**src/rtl/poly_note_allocator.sv**
```systemverilog
// Polyphonic touch-key allocator: debounces key pads, queues press/release events
// and assigns them to voice slots with optional oldest-voice stealing.
module poly_note_allocator #(
  parameter int N_KEYS          = 12,
  parameter int N_VOICES        = 4,
  parameter int BASE_NOTE       = 60,
  parameter int DEBOUNCE_CYCLES = 16,
  parameter int AGE_W           = 4
) (
  input  logic                  clk_in,
  input  logic                  rst_in,
  input  logic [N_KEYS-1:0]     touch_status_in,
  input  logic [2:0]            octave_in,
  input  logic                  steal_en_in,
  output logic [8*N_VOICES-1:0] note_out,
  output logic [N_VOICES-1:0]   gate_out,
  output logic [N_VOICES-1:0]   trigger_out,
  output logic                  dropped_out
);

  localparam int CNT_W   = (DEBOUNCE_CYCLES > 1) ? $clog2(DEBOUNCE_CYCLES) : 1;
  localparam int KEY_W   = (N_KEYS > 1) ? $clog2(N_KEYS) : 1;
  localparam int VOICE_W = (N_VOICES > 1) ? $clog2(N_VOICES) : 1;
  localparam logic [CNT_W-1:0] CNT_LAST = CNT_W'(DEBOUNCE_CYCLES - 1);
  localparam logic [AGE_W-1:0] AGE_MAX  = '1;

  logic [N_KEYS-1:0]  stable, press_pend, rel_pend;
  logic [CNT_W-1:0]   cnt [N_KEYS];
  logic [KEY_W-1:0]   voice_key [N_VOICES];
  logic [AGE_W-1:0]   age [N_VOICES];

  logic [N_KEYS-1:0]  flip, rise, fall, svc_mask, press_clr, rel_clr;
  logic               svc_rel, svc_press;
  logic [KEY_W-1:0]   svc_key;
  logic               free_found, rel_match, alloc, drop;
  logic [VOICE_W-1:0] free_v, rel_v, steal_v, alloc_v;
  logic [AGE_W-1:0]   best_age;
  logic signed [9:0]  oct_ext, note_sum;
  logic [6:0]         note_calc;

  // A key's stable level flips on the cycle its counter would reach DEBOUNCE_CYCLES.
  always_comb begin
    for (int k = 0; k < N_KEYS; k++)
      flip[k] = (touch_status_in[k] != stable[k]) && (cnt[k] == CNT_LAST);
    rise = flip & ~stable;
    fall = flip & stable;
  end

  always_comb begin
    svc_rel   = 1'b0;
    svc_press = 1'b0;
    svc_key   = '0;
    if (|rel_pend) begin
      svc_rel = 1'b1;
      for (int k = N_KEYS - 1; k >= 0; k--)
        if (rel_pend[k]) svc_key = KEY_W'(k);
    end else if (|press_pend) begin
      svc_press = 1'b1;
      for (int k = N_KEYS - 1; k >= 0; k--)
        if (press_pend[k]) svc_key = KEY_W'(k);
    end
    svc_mask  = N_KEYS'(1) << svc_key;
    press_clr = svc_press ? svc_mask : '0;
    rel_clr   = svc_rel ? svc_mask : '0;
  end

  // Descending scans leave the lowest matching index; the steal scan keeps the first maximum.
  always_comb begin
    free_found = 1'b0;
    free_v     = '0;
    rel_match  = 1'b0;
    rel_v      = '0;
    for (int v = N_VOICES - 1; v >= 0; v--) begin
      if (!gate_out[v]) begin
        free_found = 1'b1;
        free_v     = VOICE_W'(v);
      end
      if (gate_out[v] && voice_key[v] == svc_key) begin
        rel_match = 1'b1;
        rel_v     = VOICE_W'(v);
      end
    end
    steal_v  = '0;
    best_age = age[0];
    for (int v = 1; v < N_VOICES; v++)
      if (age[v] > best_age) begin
        best_age = age[v];
        steal_v  = VOICE_W'(v);
      end
    alloc   = svc_press && (free_found || steal_en_in);
    drop    = svc_press && !alloc;
    alloc_v = free_found ? free_v : steal_v;
  end

  always_comb begin
    oct_ext  = {{7{octave_in[2]}}, octave_in};
    note_sum = 10'(BASE_NOTE) + 10'(svc_key) + (oct_ext <<< 3) + (oct_ext <<< 2);
    if (note_sum < 10'sd0)        note_calc = 7'd0;
    else if (note_sum > 10'sd127) note_calc = 7'd127;
    else                          note_calc = note_sum[6:0];
  end

  // A fall that lands while its press is still queued cancels both; a press being
  // serviced on that same edge has already taken a voice, so its release must be queued.
  always_ff @(posedge clk_in) begin
    if (rst_in) begin
      stable      <= '0;
      press_pend  <= '0;
      rel_pend    <= '0;
      note_out    <= '0;
      gate_out    <= '0;
      trigger_out <= '0;
      dropped_out <= 1'b0;
      for (int k = 0; k < N_KEYS; k++) cnt[k] <= '0;
      for (int v = 0; v < N_VOICES; v++) begin
        voice_key[v] <= '0;
        age[v]       <= '0;
      end
    end else begin
      for (int k = 0; k < N_KEYS; k++) begin
        if (touch_status_in[k] != stable[k]) begin
          if (cnt[k] == CNT_LAST) begin
            stable[k] <= ~stable[k];
            cnt[k]    <= '0;
          end else begin
            cnt[k] <= cnt[k] + CNT_W'(1);
          end
        end else begin
          cnt[k] <= '0;
        end
      end
      press_pend  <= (press_pend | rise) & ~fall & ~press_clr;
      rel_pend    <= (rel_pend | (fall & ~(press_pend & ~press_clr))) & ~rel_clr;
      trigger_out <= '0;
      dropped_out <= drop;
      for (int v = 0; v < N_VOICES; v++) begin
        if (alloc && alloc_v == VOICE_W'(v)) begin
          voice_key[v]       <= svc_key;
          note_out[8*v +: 8] <= {1'b0, note_calc};
          gate_out[v]        <= 1'b1;
          trigger_out[v]     <= 1'b1;
          age[v]             <= '0;
        end else if (alloc && gate_out[v] && age[v] != AGE_MAX) begin
          age[v] <= age[v] + AGE_W'(1);
        end
        if (svc_rel && rel_match && rel_v == VOICE_W'(v))
          gate_out[v] <= 1'b0;
      end
    end
  end

endmodule

```
**config.mk**
```make
export PLATFORM = sky130hd
export DESIGN_NAME = poly_note_allocator
export DESIGN_NICKNAME = d
export VERILOG_FILES = /design/src/rtl/poly_note_allocator.sv
export SDC_FILE = /design/constraint.sdc
export NUM_CORES = 1
export LEC_CHECK = 0
export CORE_ASPECT_RATIO = 1.5
export CORE_MARGIN = 2
export CORE_UTILIZATION = 30
export DETAILED_ROUTE_END_ITERATION = 16
export PLACE_DENSITY = 0.51
export SLEW_MARGIN = 20
export SYNTH_ARGS = -nofsm -noshare
export SYNTH_HDL_FRONTEND = slang
export SYNTH_SLANG_ARGS = --single-unit
```
**constraint.sdc**
```tcl
create_clock -name clk_in -period 6.31 [get_ports clk_in]
set_clock_uncertainty 0.2 [all_clocks]
set_input_delay 0.9465 -clock clk_in [delete_from_list [all_inputs] [get_ports clk_in]]
set_output_delay 0.9465 -clock clk_in [all_outputs]
set_load 0.01 [all_outputs]
```
After elaboration in Yosys (flattened, before gate mapping)

Memory sizes are Yosys's and may differ from the RTL's.
Index checks and enable logic that the tools add are counted.

Flip-flop bits (word level): 73
Bits in latches: 0
Memory bits (writable): 80
ROM bits: 0
Bits of input ports: 18
Output and inout bits: 41
Memories: 3

Memory list:

| memory    | depth | bits a word | rd ports | clocked after memory_dff | write ports | line | text |
|---|---|---|---|---|---|---|---|
| cnt       | 12    | 4           | 12       | 0                        | 12          | 28   | `logic [CNT_W-1:0] cnt [N_KEYS];` |
| age       | 4     | 4           | 4        | 0                        | 4           | 30   | `logic [AGE_W-1:0] age [N_VOICES];` |
| voice_key | 4     | 4           | 4        | 0                        | 4           | 29   | `logic [KEY_W-1:0] voice_key [N_VOICES];` |

Add/sub/neg operators: 19
Multiply operators: 0
Divide/modulo/power cells: 0
$lt $le $gt $ge: 5
Eq/ne operators: 38
Shift-type cells: 1
Muxes and demuxes: 265
Bitwise logic cells: 74
Reductions and logical operators: 57

Operators by type and width:

| operator             | count |
|---|---|
| $mux 4               | 76 |
| $mux 1               | 174 |
| $and 12x12->12       | 7 |
| $add 4x1->4 const B  | 16 |
| $not 12->12          | 5 |
| $eq 4x4->1 const B   | 12 |
| $or 1x1->1           | 48 |
| $logic_and 1x1->1    | 35 |
| $mux 12              | 2 |
| $or 12x12->12        | 2 |
| $reduce_and 2->1     | 12 |
| $reduce_or 12->1     | 2 |
| $mux 2               | 11 |
| $eq 4x4->1           | 4 |
| $ne 4x4->1 const B   | 4 |
| $mux 7               | 2 |
| $gt 4x4->1           | 3 |
| $ne 1x1->1           | 12 |
| $not 1->1            | 12 |
| $shl 1x4->12 const A | 1 |
| $add 9x5->10         | 1 |
| $gt 10x8->1 const B  | 1 |
| $lt 10x1->1 const B  | 1 |
| $add 8x6->9          | 1 |
| 7 further kinds      | 15 |

Depth between registers and ports, before layout

Gate-level depths: netlist (run 1).

Depth in word-level cells: 23
Gate-level depth with buffers: 25

Worst setup path before layout (run 1)

No wires, ideal clock.

Kind: reg2reg
Start point: mem age[1][1]
End point: mem age[2][0] (enable)
Setup time: 310 ps
Data arrival time: 5084 ps
Required time: 5800 ps
Path slack: 716 ps
Stages on the path, launching flop included: 22
Period minus slack after synthesis: 5594 ps
Path through: edfxtp_1 > ha_1 > nor2b_1 > o21a_1 > o21a_1 > o21ai_1 > mux2i_1 > ha_1 > nor2b_1 > o21a_1 > o21a_1 > o21ai_1 > o21ai_0 > ha_1 > nor2b_1 > o21a_1 > o21a_1 > o21ai_0 > or3b_2 > a21oi_1 > or2_2 > nand2b_1

RTL lines:

| what               | line |
|---|---|
| start: declaration | 30 |

==> impl.org, run 1 <==
** Placed design
- I/O Buffers :: 54
- Half-perimeter wire length after placement :: 13690 µm
- OpenSTA, run right after detailed placement, puts the worst setup slack at 0.5313 ns.
- After detailed placement, the design holds a cell count of 1202.
- Routability-driven placement finished with a final weighted congestion of 0.7843.
- Cell area after placement :: 8994 µm²

** Drt
- DRT iter0 DRCs :: 246
- Before antenna repair, the detailed router went through 4 iterations.
- Total wire length after detailed routing :: between 15000 and 20000 µm
- DR vias :: 6006
- Number of remaining DRC errors :: 0
- Number of nets with antenna violations after detailed routing :: 0
- After detailed routing, the average wire length per cell comes to 15.03 µm.
- Vias per cell :: 4.867

** Yosys
- Mean instance size in the synthesized netlist :: 10.11 µm²
- Total number of yosys warnings :: 0
- Of all flip-flops after synthesis, the portion carrying an async set or reset was 0%.
- The synthesized design contains 80 enable-type register cells.
- After synthesis, the netlist uses 66 different library cells.
- Post-Synthesis Cells :: between 700 and 800
- The synthesized netlist occupies a cell area of about 7900 µm².
- In this run, synthesis produced a sequential element count of 153.
- After synthesis, flip-flops and latches occupy 48.80% of the total area.
- Primary FF master, synth :: sky130_fd_sc_hd__edfxtp_1

** Global route
- GRT Overall Usage :: 13.99%
- The first global-routing pass estimated 30130 µm of wire.
- Most Used Layer, Global Route :: met2
- After global routing the overflow that remains totals 0.
- Entering global routing, the biggest net connects 67 pins.
- Global routing used 15.34% of the available met1 tracks.
- Grt met2 use :: 25.84%
- GRT met3 Usage :: roughly 2.6%
- The via count of the first global-routing pass is 6012.
- Antenna violations before repair :: 0

** Floorplanning
- The floorplan has 72 rows.
- Die ar. :: 27730 µm²
- Initial Util :: 30.62%
- Vertical extent of the die :: slightly above 200 µm
- Die X-Extent :: 136.6 µm
- Core box area :: ~26000 µm²
- For this design the top-level I/O count stands at 59.

** Finish
- Leaving out fill and tap cells, the most frequent cells in the layout are sky130_fd_sc_hd__nor2_1 (118), sky130_fd_sc_hd__edfxtp_1 (80), sky130_fd_sc_hd__dfxtp_1 (73).
- The repair_antennas step left the layout with diodes totalling 0.
- Area of combinational cells with multiple inputs :: 4043 µm²
- In the final design database the tool counted 943 nets.
- The sequential cells in the finished layout cover a total of 3864 µm².
- Filler cell count :: 2574
- The finished layout holds 1234 standard cells, fillers aside.
- The post-route netlist has 6.548% of its cells at a drive strength greater than 1.
- The finished cells cover 9574 µm².
- The area growth from synthesis to layout is 20.92%.
- Leaving out fill and tap cells, the most frequent cell in the layout is sky130_fd_sc_hd__nor2_1.

** Timing
- Headroom to the max-slew limit came out at 40.78%.
- The final max-slew violation count is 0.
- For the final routed database, the setup TNS stands at 0 ns.
- Transition at the pin with the smallest max-transition slack :: 0.8842 ns
- Setup violation total in the final timing report :: 0
- Unrepaired setup endpoints after global routing :: false
- The worst path meets setup with 0.6106 ns of slack.
- Period utilization :: around nine tenths
- The final number of hold-violating endpoints is 0.
- Shortest period the worst path allows :: 5.699 ns
- Top achievable clock speed :: 175.5 MHz

** Critical path
- Cell-by-cell trace of the critical path :: ha_1 -> nor2b_1 -> o21a_1 -> o21a_1 -> o21ai_1 -> buf_4 -> mux2i_1 -> ha_1 -> nor2b_1 -> o21a_1 -> o21a_1 -> o21ai_2 -> mux2_2 -> ha_1 -> nor2b_1 -> o21a_1 -> o21a_1 -> o21ai_0 -> nand4_1 -> o21ai_0 -> a31oi_1 -> nand2_1
- Of all nets on the critical path, the largest fanout is 9.
- The most numerous cell type found on the critical path is sky130_fd_sc_hd__o21a_1.
- Category of the critical setup timing path :: flop to flop
- Critical path's top delay family :: compound AO/OA/AOI/OAI gates
- Data required time at the worst endpoint :: 6.21 ns
- Counting both buffers and inverters, the worst setup path holds a total of 1.
- The worst setup path is launched from a flop.
- For this design, the slowest cell found on the critical path is sky130_fd_sc_hd__a31oi_1.
- Data arrives at the worst endpoint at 5.60 ns.
- The worst setup path is captured at a flop.
- Crit-path max cell delay :: a little over 0.7 ns

** Clock network
- Number of post-CTS setup repair buffers :: 0
- Maximum root-to-sink buffer count :: 2
- In this run the clock root is driven by a sky130_fd_sc_hd__clkbuf_16.
- Number of gates resized after cts :: 0
- TritonCTS built the clock tree.
- After clock tree synthesis, the clock-pin slew on the worst setup and hold paths is roughly 0.07 ns.
- Cts hold-fix bufs :: 0
- Clock insertion delay at the later pin of the skew report :: 0.43 ns
- CTS built an H-tree with a depth of 4.
- The clock net in this run drives a total of 153 sinks.
- Clock tree synthesis inserted a total of 17 buffers.

** Pwr
- The analysis attributes to cell leakage a power of 0.003691 µW.
- Overall power :: 3949 µW
- Max VDD drop :: 197.2 µV
- For this design the ratio of total power to cell area is 412.5 nW/µm².

** Hold path
- The min-delay analysis places its worst path in the category flop to flop.

** Job
- The tool flagged a number of max-cap violations equal to 0.

** Outcome
- The run finished with clean final reports.
==> cell type report <==
type	count	share of cell area [%]
Clock buffer	18	4.705
Clock inverter	14	1.320
Inverter	23	0.9017
Multi-Input combinational cell	632	42.22
Sequential cell	153	40.36
Tap cell	333	4.352
Timing Repair Buffer	61	6.142
==> metrics by stage <==
step | utilization [%] | hold WS (ns)
2_1_floorplan | - | 0.2609
3_3_place_gp | 34.79 | 0.2670
3_5_place_dp | 34.79 | 0.2688
4_1_cts | 37.02 | 0.2851
5_1_grt | 37.03 | 0.2935
6_report | 37.03 | 0.2780
==> power by group <==
group / switching [µW] / total [µW] / internal, µW
sequential: 136 / 1340 / 1200
clock: 454 / 995 / 541
combinational: 964 / 1620 / 653
==> per-layer routing <==
metal  wire, µm  vias to the layer above  part of all wire (%)
met1       7692                     2865                    41
met4        449                        0                   2.4
met2       9941                       83                    54
met5          0                        -                     0
met3        457                       24                   2.5
li1           -                     3034                     -
==> state kept, by name, summed over array words and instances (netlist names) <==
| register | cells |
|---|---|
| stable | 12 |
| note_out | 28 |
| rel_pend | 12 |
| voice_key | 16 |
| gate_out | 4 |
| cnt | 48 |
| press_pend | 12 |
| age | 16 |
| dropped_out | 1 |
| trigger_out | 4 |
==> synthesized netlist by cell type (all sizes together) (7+ instances only) <==
cell type	count	area share, %
dfxtp	73	18
nand2	47	2.3
ha	35	5.5
and3	25	2.0
a22o	14	1.5
buf	12	0.93
a31oi	7	0.55
nor4	8	1.3
inv	21	1.0
edfxtp	80	30
a41oi	13	1.4
nand3	46	2.9
nor3	21	1.4
a21oi	24	1.7
nor2b	8	0.63
a211oi	9	0.85
o21ai	38	2.4
nor2	118	5.6
mux2i	30	3.8
xor2	24	2.7
o21a	18	1.7
clkbuf	13	0.62
xnor2	37	4.1
==> cells by family after synthesis <==
group / Yosys count / share of synthesized area [%]
fa+ha+maj: 37 / 6.037
simple gates: 300 / 18.47
xor+xnor: 61 / 6.748
compound gates: 151 / 13.27
mux: 31 / 3.935
flops: 153 / 48.80
other cells: 2 / 0.09485
buf+inv: 48 / 2.639
==> final timing paths <==
path                     start            to  slack (ns)  cells after the start
hold reg to reg   note_out[28]  note_out[28]        0.28                      1
hold / removal    note_out[28]  note_out[28]        0.28                      1
setup reg to reg     age[1][1]     age[1][0]        0.61                     22
setup / recovery     age[1][1]     age[1][0]        0.61                     22
==> worst register-to-register path, delay by kind of cell (launching register included) <==
kind	cells	cell delay (ns)
adder cells (fa/ha/maj)	3	0.80
AND/OR/NAND/NOR	5	0.88
flip-flops	1	0.45
AO/OA/AOI/OAI	11	2.23
buffers and inverters	1	0.18
multiplexers	2	0.66
No activity file was read; power rests on OpenSTA's default activity.
==> run 2, diff against run 1 <==
Settings changed: MAX_ROUTING_LAYER from default to met4.
==> run 2 against run 1 <==
Compared with the run above: sequential power hardly changed; combinational power hardly changed; critical path depth stayed put; die area stayed put; worst hold slack hardly changed; global-route usage is 0.41 points higher; clock-buffer cell count stayed put; design area stayed put; worst setup slack worse by 0.0092 ns.
==> impl.org, run 2 (synthesis gave the netlist of run 1 again) <==
** Outcome
- The run finished with clean final reports.

** Global route
- The initial antenna violation count came to 0.
- Vias in the first global route :: around 6000
- GRT Overall Usage :: 14.40%
- Pin count of the biggest net entering global routing :: 67
- Remaining Overflow, GRT :: 0
- Global-route wire length before repair :: ~30000 µm

** Critical path
- The critical path is of the flop to flop type.
- Origin of the critical flop-to-flop path :: age[1][1]
- The worst setup path is launched from a flop.
- STA puts the critical path data required time at 6.21 ns.
- STA puts the critical path data arrival time at 5.61 ns.
- The critical path starts at age[1][1].
- Highest fanout seen on the critical path :: 9
- STA classifies the critical path endpoint as a flop.

** Timing
- At the pin with the least slew margin, the transition time is 0.8934 ns.
- Total Negative Setup Slacks :: 0 ns
- Once routing completed, OpenROAD measured the worst setup slack at roughly 0.6 ns.
- Period utilization :: between 90% and 100%
- The final number of hold-violating endpoints came to 0.
- Headroom to the max-slew limit :: roughly two fifths
- Setup violation total in the final timing report :: 0
- The worst path in the final design needs a cycle of 5.709 ns, including I/O delays and setup.
- Timing would allow up to 175.2 MHz.
- Setup repair after global routing left no endpoint under its margin.
- The final max-slew violation count came to 0.

** Pwr
- IR analysis of the VDD net gives a maximum drop of 197.3 µV.
- Dividing total power by cell area gives a power density of 412.4 nW/µm².
- Fraction of power consumed by combinational cells :: 41.0%
- Internal power :: between 2000 and 2500 µW
- In this run, flip-flops and latches consume roughly a third of the power.
- Share of power burned in the clock network :: 25.2%
- In this run the power spent charging and discharging nets is 1553 µW.
- Summed over all cells, the static leakage comes to 0.003691 µW.
- Net switching is 39.34% of the power.

** Clock network
- Clock insertion delay at the later pin of the skew report :: 0.43 ns
- Clock tree sinks :: 153
- The number of hold buffers added after CTS was 0.
- The clock tree synthesis step divided the H-tree into 4 levels.
- TritonCTS clock tree :: built
- Register clock-pin slew on the reported worst setup and hold paths :: 0.07 ns
- Maximum root-to-sink buffer count :: 2
- Clock tree synthesis inserted a total of 17 buffers.
- CTS placed an instance of sky130_fd_sc_hd__clkbuf_16 at the clock tree root.
- Buffers added to address setup during post-CTS repair amount to 0.

** Finish
- Most used cells in the layout excluding fill and tap cells :: sky130_fd_sc_hd__nor2_1 (118), sky130_fd_sc_hd__edfxtp_1 (80), sky130_fd_sc_hd__dfxtp_1 (73)
- Compared with the post-synthesis result, the final layout area differs by 20.92%.
- The final layout contains 943 nets.
- More flip-flops sit in one register than any other, and that register is cnt.
- Most common cell after layout, fill and taps aside :: sky130_fd_sc_hd__nor2_1
- Of the cells placed in the final design, the portion with a size suffix greater than 1 is 6.548%.
- Largest registers in the final layout :: cnt (48), note_out (28)
- Max FFs per register :: 48
- # diodes :: 0

** Floorplanning
- The floorplan step defined a die boundary enclosing 27730 µm².
- In this run the core area contains 72 standard-cell rows.
- Vertical extent of the die :: 203.0 µm
- Core box area :: 25850 µm²
- During I/O placement, the number of pins put on the boundary was 59.
- Die X-Extent :: approximately 140 µm
- The initial utilization of the core area, before any placement, comes to 30.62%.

** Hold path
- The worst hold path begins at note_out[28].
- Class of the most critical hold timing path :: flop to flop

** Drt
- Vias per cell :: 4.856
- DRT iter0 DRCs :: 255
- DR WL/cell :: 15.06 µm
- The final route contains roughly 6000 vias.
- DRT Pass-1 Iters :: 4
- Number of nets with antenna violations after detailed routing :: 0
- Number of remaining DRC errors :: 0
- Wires add up to approximately 19000 µm.

** Placed design
- Once detailed placement completed, the half-perimeter wirelength came to 13690 µm.
- I/O Buffers :: 54
- Routability-driven placement finished with a final weighted congestion of 0.7952.
- Post-Place Setup Slack :: ~0.53 ns

** Job
- Max-cap viol count :: 0
run 2: cell counts in the layout (fill, tap and decap cells not counted):
Identical to the previous run, type by type.
run 2: cell type report:
class	instances	area, µm²
clock buffers	18	450.4
clock inverters	14	126.4
fillers	2574	16280
inverters	23	86.33
multi-input cells	632	4043
flip-flops and latches	153	3864
well taps	333	416.7
repair buffers	61	588.1
run 2: what timing repair did:
item,in CTS,in global routing
gates resized for setup,0,1
hold endpoints to repair,0,0
endpoints found under the setup margin,0,8
run 2: critical path, stage by stage (launching register included):
cell	delay (ns)
sky130_fd_sc_hd__edfxtp_1	0.45
sky130_fd_sc_hd__ha_1	0.33
sky130_fd_sc_hd__nor2b_1	0.13
sky130_fd_sc_hd__o21a_1	0.16
sky130_fd_sc_hd__o21a_1	0.16
sky130_fd_sc_hd__o21ai_1	0.11
sky130_fd_sc_hd__buf_4	0.18
sky130_fd_sc_hd__mux2i_1	0.28
sky130_fd_sc_hd__ha_1	0.29
sky130_fd_sc_hd__nor2b_1	0.14
sky130_fd_sc_hd__o21a_1	0.16
sky130_fd_sc_hd__o21a_1	0.17
sky130_fd_sc_hd__o21ai_2	0.28
sky130_fd_sc_hd__mux2_2	0.38
sky130_fd_sc_hd__ha_1	0.18
sky130_fd_sc_hd__nor2b_1	0.11
sky130_fd_sc_hd__o21a_1	0.12
sky130_fd_sc_hd__o21a_1	0.09
sky130_fd_sc_hd__o21ai_0	0.12
sky130_fd_sc_hd__nand4_1	0.20
sky130_fd_sc_hd__o21ai_0	0.14
sky130_fd_sc_hd__a31oi_1	0.72
sky130_fd_sc_hd__nand2_1	0.30
run 2: power groups by stage:
stage	Sequential (µW)	Clock, µW	Combinational, µW
global placement	1360	0	1600
finish	1340	994	1620
global route	1360	1060	1800
floorplan	1320	0	1130
detailed placement	1360	0	1620
CTS	1340	1020	1630
run 2: worst paths after layout:
| check | end | slack, ns | cells after the start |
|---|---|---|---|
| max | age[1][0] | 0.60 | 22 |
| min | note_out[28] | 0.28 | 1 |
| max reg2reg | age[1][0] | 0.60 | 22 |
| min reg2reg | note_out[28] | 0.28 | 1 |
run 2: routing by layer:
layer  global-route usage [%]  up-vias  part of all wire, %
met5                        -        -                    0
met4                    5.878        0                  1.9
met3                    2.597       20                  3.0
met2                    25.82       88                   54
met1                    15.37     2855                   41
li1                         -     3029                    -
run 2: per-stage QoR:
step           std cells  total power, µW  utilization (%)  hold WS, ns  instance area (µm²)
2_1_floorplan        833             2452                -       0.2609                 8105
3_3_place_gp        1202             2962            34.79       0.2670                 8994
3_5_place_dp        1202             2978            34.79       0.2688                 8994
4_1_cts             1234             3989            37.02       0.2851                 9570
5_1_grt             1234             4216            37.03       0.2935                 9574
6_report            1234             3949            37.03       0.2780                 9574
==> run 3, diff against run 2 <==
Settings changed: RECOVER_POWER from default to 100.
==> run 3 against run 2 <==
Compared with the run above: the run now ends with capacitance limit, slew limit left; final cell count unchanged; fmax decreased by 1.5%; largest cell class unchanged; first-iteration DRC count decreased by 6.7%; register-to-register slack got worse by 0.09 ns; worst hold slack got worse by 0.0050 ns.
==> impl.org, run 3 (synthesis gave the netlist of run 1 again) <==
** Finish
- The register with the most flip-flops in the final layout is cnt.
- Most used cells in the layout excluding fill and tap cells :: sky130_fd_sc_hd__nor2_1 (118), sky130_fd_sc_hd__edfxtp_1 (80), sky130_fd_sc_hd__dfxtp_1 (73)
- The library cell used most frequently in the layout, excluding fill and tap cells, is sky130_fd_sc_hd__nor2_1.
- Counting the fill cells in the layout gives 2580.
- Utilization after layout :: 36.84%
- Area of combinational cells with multiple inputs :: 4003 µm²
- The finished layout holds 1234 standard cells, fillers aside.
- The final layout contains 943 nets.
- The repair_antennas step left the layout with diodes totalling 0.
- Ratio of cells with drive above 1 in the final layout :: ~5.4%
- Register cell area after layout :: around 3900 µm²
- The register with the most flip-flops in the layout has 48 of them.
- Relative to the synthesized area, the layout overhead comes to 20.31%.
- Post-route design area :: around 9500 µm²
- Largest registers in the final layout :: cnt (48), note_out (28)

** Clock network
- Clock insertion delay at the later pin of the skew report :: 0.43 ns
- TritonCTS clock tree :: built
- TritonCTS created 17 clock buffers.
- Number of post-CTS setup repair buffers :: 0
- In this run the number of H-tree levels came out at 4.
- In this run the clock root is driven by a sky130_fd_sc_hd__clkbuf_16.
- Register clock-pin slew on the reported worst setup and hold paths :: 0.07 ns
- The clock net in this run drives a total of 153 sinks.
- Maximum root-to-sink buffer count :: 2

** Outcome
- Violations in the final reports :: capacitance limit, slew limit
- The run finished, with violations left.

** Timing
- Transition at the pin with the smallest max-transition slack :: 3.361 ns
- Fin. max-slew vios :: between 60 and 70
- Setup violation total in the final timing report :: 0
- Top achievable clock speed :: 172.5 MHz
- Of the available clock period, the critical path in the final layout requires 91.88%.
- Setup repair after global routing left no endpoint under its margin.
- Smallest setup slack after layout :: 0.5124 ns
- The final number of hold-violating endpoints came to 0.
- Shortest period the worst path allows :: 5.798 ns
- Headroom to the max-slew limit came out at -124.1%.
- Total Negative Setup Slacks :: 0 ns

** Floorplanning
- Once the floorplan was initialized, standard cells occupied 30.62% of the core.
- The floorplan step defined a core boundary enclosing roughly 26000 µm².
- For this design the top-level I/O count stands at 59.
- Floorplan row count :: 72
- Die ar. :: 27730 µm²
- The die is 203.0 µm tall.
- In this run the horizontal extent of the chip is roughly 140 µm.

** Critical path
- In this design, the stage delay of the slowest critical-path cell is 0.49 ns.
- Along the worst path, the maximum fanout reaches 9.
- For this design, the slowest cell found on the critical path is sky130_fd_sc_hd__clkbuf_1.
- Data required time at the worst endpoint :: a little over 6 ns
- Launching element type of the critical path :: flop
- The cell that appears most often on the critical path is sky130_fd_sc_hd__o21a_1.
- The signal on the critical path passes through ha_1 -> nor2b_1 -> o21a_1 -> o21a_1 -> o21ai_0 -> buf_4 -> mux2i_1 -> ha_1 -> nor2b_1 -> o21a_1 -> o21a_1 -> o21ai_2 -> nand2_1 -> o21ai_0 -> ha_1 -> nor2b_1 -> o21a_1 -> o21a_1 -> o21ai_0 -> nand3_1 -> and3_1 -> nor2_1 -> clkbuf_1 -> nand2_1.
- Critical Path Sink Type :: flop
- For the worst setup path, the data arrival time is 5.72 ns.
- Category of the critical setup timing path :: flop to flop
- Reg-to-reg slack, setup :: 0.51 ns

** Drt
- The count of nets left with antenna violations once routing finished came out at 0.
- The final layout contains routed wiring with a total length of about 19000 µm.
- DRT iter0 DRCs :: 238
- DR vias :: between 6000 and 7000
- For this run, the detailed router's first-pass iteration total came to 4.
- DR WL/cell :: about 15 µm
- In the routed design, unresolved DRC markers number 0.
- Dividing the detail-routed via count by the number of cells gives 4.883.

** Hold path
- Class of the most critical hold timing path :: flop to flop

** Global route
- Global routing consumed, over all layers together, between 10% and 20% of the routing resources.
- Pin count of the biggest net entering global routing :: 67
- Vias in the first global route :: 5994
- Antenna violations before repair :: 0
- Global-route wire length before repair :: 30150 µm
- Remaining Overflow, GRT :: 0

** Placed design
- Post-Place Setup Slack :: 0.5313 ns
- Routability-driven placement finished with a final weighted congestion of between 0.7 and 0.8.
- In this run the cell area measured after placement is 8994 µm².
- I/O Buffers :: 54
- Half-perimeter wire length after placement :: roughly 14000 µm
- Counting tap cells, the placed design contains a total of 1202 instances.

** Pwr
- In this run the static leakage power is 0.003793 µW.
- Max VDD drop :: about 200 µV
- Power density cells :: 409.5 nW/µm²

** Job
- Max-cap viol count :: 1
## run 3: final timing paths
kind,from,end,cells after the start
max reg2reg,age[1][1],age[3][0],24
min,note_out[28],note_out[28],1
max,age[1][1],age[3][0],24
min reg2reg,note_out[28],note_out[28],1
## run 3: repair_timing
item                       4_1_cts  5_1_grt
resized for setup                0        1
hold buffers                     0        0
setup endpoints to repair        0        8
## run 3: area by class of cell
class                      count  area share [%]
clock buffer                  18           4.729
inverter                      23          0.9063
sequential                   153           40.56
tap                          333           4.374
timing repair buffer          61           6.082
multi-input combinational    632           42.02
clock inverter                14           1.327
## run 3: critical path: cells and delay by family (launching register included)
family,cells,cell delay [ns]
simple gates,8,1.25
fa+ha+maj,3,0.90
compound gates,10,1.73
mux,1,0.28
buf+inv,2,0.68
flops,1,0.45
## run 3: through the flow
stage | power (µW) | hold WS [ns]
5_1_grt | 4169 | 0.2891
2_1_floorplan | 2452 | 0.2609
3_3_place_gp | 2962 | 0.2670
4_1_cts | 3989 | 0.2851
6_report | 3901 | 0.2730
3_5_place_dp | 2978 | 0.2688
## run 3: metal layers
| layer | GRT usage, % | wire, µm |
|---|---|---|
| met5 | - | 0 |
| met4 | 5.878 | 427 |
| met3 | 2.597 | 468 |
| met2 | 25.82 | 10000 |
| met1 | 15.37 | 7666 |
## run 3: power by group
| group | switching [µW] | total [µW] | internal [µW] |
|---|---|---|---|
| Sequential | 133 | 1330 | 1200 |
| Combinational | 950 | 1570 | 622 |
| Clock | 453 | 994 | 541 |
==> patch 1, RTL diff (settings of run 3) <==
Register the inputs `touch_status_in`, `octave_in` and `steal_en_in` before use, cleared by the reset. The logic sees them one clock later.
--- a/src/rtl/poly_note_allocator.sv
+++ b/src/rtl/poly_note_allocator.sv
@@ -25,4 +25,20 @@
   localparam logic [AGE_W-1:0] AGE_MAX  = '1;
 
+  logic [N_KEYS-1:0] touch_status_q;
+  logic [2:0] octave_q;
+  logic steal_en_q;
+
+  always_ff @(posedge clk_in) begin
+    if (rst_in) begin
+      touch_status_q <= '0;
+      octave_q       <= '0;
+      steal_en_q     <= '0;
+    end else begin
+      touch_status_q <= touch_status_in;
+      octave_q       <= octave_in;
+      steal_en_q     <= steal_en_in;
+    end
+  end
+
   logic [N_KEYS-1:0]  stable, press_pend, rel_pend;
   logic [CNT_W-1:0]   cnt [N_KEYS];
@@ -42,5 +58,5 @@
   always_comb begin
     for (int k = 0; k < N_KEYS; k++)
-      flip[k] = (touch_status_in[k] != stable[k]) && (cnt[k] == CNT_LAST);
+      flip[k] = (touch_status_q[k] != stable[k]) && (cnt[k] == CNT_LAST);
     rise = flip & ~stable;
     fall = flip & stable;
@@ -88,5 +104,5 @@
         steal_v  = VOICE_W'(v);
       end
-    alloc   = svc_press && (free_found || steal_en_in);
+    alloc   = svc_press && (free_found || steal_en_q);
     drop    = svc_press && !alloc;
     alloc_v = free_found ? free_v : steal_v;
@@ -94,5 +110,5 @@
 
   always_comb begin
-    oct_ext  = {{7{octave_in[2]}}, octave_in};
+    oct_ext  = {{7{octave_q[2]}}, octave_q};
     note_sum = 10'(BASE_NOTE) + 10'(svc_key) + (oct_ext <<< 3) + (oct_ext <<< 2);
     if (note_sum < 10'sd0)        note_calc = 7'd0;
@@ -119,5 +135,5 @@
     end else begin
       for (int k = 0; k < N_KEYS; k++) begin
-        if (touch_status_in[k] != stable[k]) begin
+        if (touch_status_q[k] != stable[k]) begin
           if (cnt[k] == CNT_LAST) begin
             stable[k] <= ~stable[k];
Function: no difference found for any inputs over 10 cycles, from zero or initial values and one cycle with rst_in high; that may be too few to reach the edited logic, so the function may still have changed.
==> patch 1 against run 3 <==
The run still ends with capacitance limit, slew limit left; clock power is 8% higher; sequential cell count up 16; setup slack better by 9.8 ps; final area rose by 5.6%; sequential share of layout area up 1.0 points; count of clock-buffer cells in the layout unchanged; first-iteration DRC count rose by 8.4%; sequential power hardly changed; total power is 16% lower; area after synthesis grew 6.1%; routed wire length up 2.8%; fmax grew 0.17%; die area is 6.0% higher; synthesized cell count is 4.7% higher.
==> patch 1: results (changes against run 3) <==
* Hold_ws at 284 ps (+10.9 ps)
* Reg2Reg Depth at 22 (-8.3%)
* GRT Resource Usage Total at 14.0% (-0.41 points)
* Synth area leaders: edfxtp_1 (29%), dfxtp_1 (21%), nor2_1 (5.9%)
* Hpwl dp at 13.9 mm (+1.8%)
* Final slew viol count at 118 (+76%)
* Vias/cell at 4.80 (-1.7%)
* Worst setup path startpoint: age[1][1]
* Antenna violations before repair at 0 (unchanged)
* Post-synth EDFFs at 80 (unchanged)
* Crit path max-delay cell type: edfxtp_1
* Max Cap Viol at 2 (+1)
* R2R Path End: age[1][1]
* HP Class: register to register
* PortBufs at 54 (unchanged)
* Violated checks: capacitance limit, slew limit
* Pre-CTS setup slack at 296 ps (-235 ps)
* First-pass GRT wire length at 31.7 mm (+5.1%)
* Outcome: finished with violations
* Pleak at 0.00395 µW (+4.2%)
* Dominant synthesized flop cell: dfxtp_1
* Wire length per cell at 14.9 µm (-1.3%)
* DRT Pass-1 Iters at 5 (+1)
* Skew-Pair Late Insertion Delay at 450 ps (+20 ps)
* Fin nets at 981 (+4.0%)
* DP Cell Count at 1253 (+4.2%)
* Antenna cells at 0 (unchanged)
* Hold path startpoint: note_out[16]
* Placed cell areas at 9490 µm² (+5.5%)
* Switching share of total power at 33.3% (-6.1 points)
* VDD IR max at 0.186 mV (-5.4%)
* Ys Warns at 0 (unchanged)
* Data arrival, critical path at 5720 ps (about the same)
* Hold Path End: note_out[16]
* Hold depth at 1 (unchanged)
* Root Buffer: clkbuf_16
* Crit-path max cell delay at 440 ps (-50 ps)
* CP top delay family: compound AO/OA/AOI/OAI gates
* Post-synth top cells: nor2_1 (132), dfxtp_1 (89), edfxtp_1 (80)
* Synth async-reset ratio at 0% (unchanged)
* Sequential cell area fraction in the yosys report at 49.8% (+1.0 points)
* H-tree depth at 4 (unchanged)
* Largest net degree at the start of global routing at 77 (+15%)
* Syn Inst Count at 820 (+4.7%)
* Initial drt markers at 258 (+8.4%)
* TritonCTS buffer count at 17 (unchanged)
* Fraction of layout cells with a size suffix above 1 at 6.28% (+0.84 points)
* Post-DRT Antenna Nets at 0 (unchanged)
* CTS clock-pin slew for the worst setup and hold paths at 70 ps (about the same)
* Critical-path maximum fanout at 10 (+1)
* Via Count at 6168 (+2.4%)
* RD Place Congestion at 0.847 (+6.5%)
* Setup bufs post-CTS at 0 (unchanged)
* Slack of the worst reg-to-reg path at 520 ps
* Slew HR at -135% (-10 points)
* CTS resizes at 0 (unchanged)
* Largest regs: cnt (48), note_out (28)
* Count of cell types in the netlist at 66 (unchanged)
* Clk buf depth at 2 (unchanged)
==> patch 1: layer usage <==
metal	wire, µm	up-vias	GRT usage, %
li1	-	3120	-
met1	8140	2929	15.5
met2	10100	90	24.6
met3	462	29	2.82
met4	410	0	5.45
met5	0	-	-
==> patch 1: worst max-delay path by stage <==
stage	end	slack, ps	cells after the start
finish	age[1][1]	520	22
floorplan	age[1][0]	850	21
detailed placement	age[2][2]	300	22
global placement	age[2][1]	460	22
CTS	age[2][0]	280	22
global route	age[1][2]	90	23
==> patch 1: worst register-to-register path: cells and delay by family (launching register included) <==
kind                     cells  cell delay, ps
adder cells (fa/ha/maj)      3             950
AND/OR/NAND/NOR              5            1100
flip-flops                   1             440
AO/OA/AOI/OAI               12            2320
buffers and inverters        1             170
multiplexers                 1             310
==> patch 1: power groups by stage <==
| stage | Clock (µW) | Sequential, µW | Combinational, µW |
|---|---|---|---|
| finish | 1070 | 1330 | 894 |
| detailed placement | 0 | 1360 | 924 |
| global placement | 0 | 1360 | 919 |
| floorplan | 0 | 1350 | 635 |
| global route | 1140 | 1350 | 1000 |
| CTS | 1100 | 1340 | 929 |
==> patch 1: cell type report <==
class | instances | area, µm²
Fill cell | 2846 | 17700
Inverter | 25 | 93.8
Clock buffer | 18 | 450
Tap cell | 346 | 433
Sequential cell | 169 | 4180
Multi-Input combinational cell | 651 | 4170
Clock inverter | 14 | 148
Timing Repair Buffer | 62 | 582
==> patch 1: cell families (layout without fill, tap and decap cells) <==
logic type / Yosys count / count (layout) / share of synthesized area [%]
simple gates: 319 / 319 / 18.8
flops: 169 / 169 / 49.8
compound gates: 142 / 142 / 11.8
xor+xnor: 63 / 63 / 6.57
buf+inv: 50 / 119 / 2.67
mux: 38 / 38 / 4.56
fa+ha+maj: 37 / 37 / 5.69
other cells: 2 / 52 / 0.0894
==> patch 2, RTL diff (settings of run 3) <==
Made on the original files. The parameter `N_VOICES` goes from 4 to 2.
--- a/src/rtl/poly_note_allocator.sv
+++ b/src/rtl/poly_note_allocator.sv
@@ -3,5 +3,5 @@
 module poly_note_allocator #(
   parameter int N_KEYS          = 12,
-  parameter int N_VOICES        = 4,
+  parameter int N_VOICES        = 2,
   parameter int BASE_NOTE       = 60,
   parameter int DEBOUNCE_CYCLES = 16,
Interface: changed (resized gate_out, note_out and trigger_out); port bits go from 59 to 39. No check against the original RTL was run, so the function may have changed too.
==> patch 2 against run 3 <==
The flow still finishes with violations (capacitance limit, slew limit); critical path type unchanged; highest routed layer unchanged; hold slack got worse by 3.5 ps; total power decreased by 21%; clock power up 4%; combinational power decreased by 37%; routed wire length is 22% lower; fmax is 12% higher; non-clock buffer count is 23 lower; final area fell by 20%; via count decreased by 21%; sequential cell count is 34 lower; setup slack improved by 610 ps; area after synthesis shrank 22%; synthesized cell count decreased by 24%; critical path depth fell by 9.
==> patch 2: results (changes against run 3) <==
* Pleak at 0.00293 µW (-23%)
* Vias in the first global route at 5038 (-16%)
* GRT Resource Usage Total at 14.5% (+0.093 points)
* Slew HR at -85.7% (+38 points)
* Fin nets at 731 (-22%)
* Final wirelength at 14.5 mm (-22%)
* Setup bufs post-CTS at 0 (unchanged)
* First-pass GRT wire length at 24.4 mm (-19%)
* Vias/cell at 4.92 (+0.81%)
* Hpwl dp at 10.9 mm (-20%)
* DRT Pass-1 Iters at 4 (unchanged)
* Sequential cell area fraction in the yosys report at 48.6% (-0.16 points)
* Largest regs: cnt (48), note_out (14)
* Adder-cell share of the synthesized area at 6.00% (-0.037 points)
* XOR/XNOR Fraction of Synth Area at 6.91% (+0.16 points)
* Violated checks: capacitance limit, slew limit
* Max Cap Viol at 1 (unchanged)
* PortBufs at 36 (-33%)
* Hold path startpoint: note_out[2]
* R2R Path End: note_out[0]
* VDD IR max at 0.226 mV (+15%)
* Antenna violations before repair at 0 (unchanged)
* Hold depth at 1 (unchanged)
* Count of cell types in the netlist at 63 (-4.5%)
* Dominant synthesized flop cell: edfxtp_1
* Ys Warns at 0 (unchanged)
* Mux share of post-synthesis cell area at 1.95% (-2.0 points)
* Critical-path maximum fanout at 7 (-2)
* Data arrival, critical path at 5350 ps (-370 ps)
* Clk buf depth at 2 (unchanged)
* H-tree depth at 4 (unchanged)
* Skew-Pair Late Insertion Delay at 420 ps
* Hold Path End: note_out[2]
* Root Buffer: clkbuf_16
* Largest net degree at the start of global routing at 64 (-4.5%)
* Post-synthesis compound-gate area fraction at 15.9% (+2.6 points)
* Fraction of layout cells with a size suffix above 1 at 6.02% (+0.58 points)
* Outcome: finished with violations
* Slack of the worst reg-to-reg path at 1120 ps (+610 ps)
* Synth area leaders: edfxtp_1 (31%), dfxtp_1 (18%), nor2_1 (5.7%)
* RD Place Congestion at 0.843 (+6.0%)
* HP Class: register to register
* Final slew viol count at 64 (-4.5%)
* Reg2Reg Depth at 15 (-38%)
* P_sw at 1050 µW (-32%)
* R2R Path Start: rel_pend[8]
* Post-synth top cells: nor2_1 (94), edfxtp_1 (64), dfxtp_1 (55)
* Initial drt markers at 204 (-14%)
* Post-synth EDFFs at 64 (-20%)
patch 2: cell count changes after synthesis, moves of 7 or more:
cell,before,now
o21ai_0,36,12
nor2_1,118,94
ha_1,35,25
and3_1,25,11
o21a_1,18,9
dfxtp_1,73,55
xnor2_1,37,30
nand2_1,46,24
nand3_1,46,29
edfxtp_1,80,64
a22o_1,14,6
a21oi_1,23,15
mux2i_1,30,11
nor3_1,20,13
patch 2: worst max-delay path, stage by stage (launching register included):
cell and delay [ps]:
dfxtp_1 350, nor4_1 640, nand3b_1 160, a21oi_1 600
inv_1 240, ha_1 340, inv_1 40, fa_1 440
ha_1 240, fa_1 410, a21oi_1 280, o21ai_0 130
a32o_1 270, a21oi_1 410, or2_2 220, a32o_1 160
patch 2: power groups by stage:
| stage | Clock [µW] | Sequential (µW) | Combinational, µW |
|---|---|---|---|
| floorplan | 0 | 1050 | 720 |
| global placement | 0 | 1060 | 1000 |
| detailed placement | 0 | 1070 | 1030 |
| CTS | 1050 | 1060 | 1040 |
| global route | 1080 | 1070 | 1100 |
| finish | 1030 | 1050 | 987 |
patch 2: worst max path at each step:
stage / cells after the start / to / start / slack [ps]
after detailed placement: 16 / note_out[14] / press_pend[1] / 1290
final: 15 / note_out[0] / rel_pend[8] / 1120
after global placement: 16 / note_out[6] / press_pend[1] / 1500
after CTS: 15 / note_out[0] / press_pend[1] / 1270
after global routing: 15 / note_out[3] / rel_pend[8] / 680
after floorplan: 16 / note_out[0] / press_pend[0] / 1860
patch 2: cell families (layout without fill, tap and decap cells):
logic type	count (synthesis)	count (layout)
and+or+nand+nor	217	217
buffers and inverters	42	97
AOI/OAI and AO/OA	126	126
muxes	12	12
adders and majority gates	28	28
other	2	50
DFF	119	119
xor gates and xnor gates	49	49
patch 2: metal layers:
metal  part of all wire (%)  routed length (µm)  track usage (%)
met3                    2.5                 358             3.58
met4                    2.2                 324             6.07
met1                     40                5830             14.8
met5                      0                   0                -
met2                     55                7960             26.0
patch 2: layout make-up:
| type | instances | area (µm²) |
|---|---|---|
| clock inverter | 9 | 108 |
| sequential | 119 | 3020 |
| fill | 2077 | 12700 |
| tap | 264 | 330 |
| inverter | 27 | 101 |
| multi-input combinational | 482 | 3140 |
| clock buffer | 23 | 532 |
| timing repair buffer | 38 | 365 |
patch 2: metrics by stage:
| stage | cell area, µm² | cells | setup slack, ps | power (µW) | hold slack, ps |
|---|---|---|---|---|---|
| after CTS | 7660 | 962 | 1270 | 3150 | 279 |
| final | 7600 | 962 | 1120 | 3060 | 270 |
| after floorplan | 6390 | 643 | 1860 | 1770 | 261 |
| after global routing | 7600 | 962 | 683 | 3250 | 291 |
| after detailed placement | 7020 | 930 | 1290 | 2100 | 249 |
| after global placement | 7020 | 930 | 1500 | 2070 | 264 |
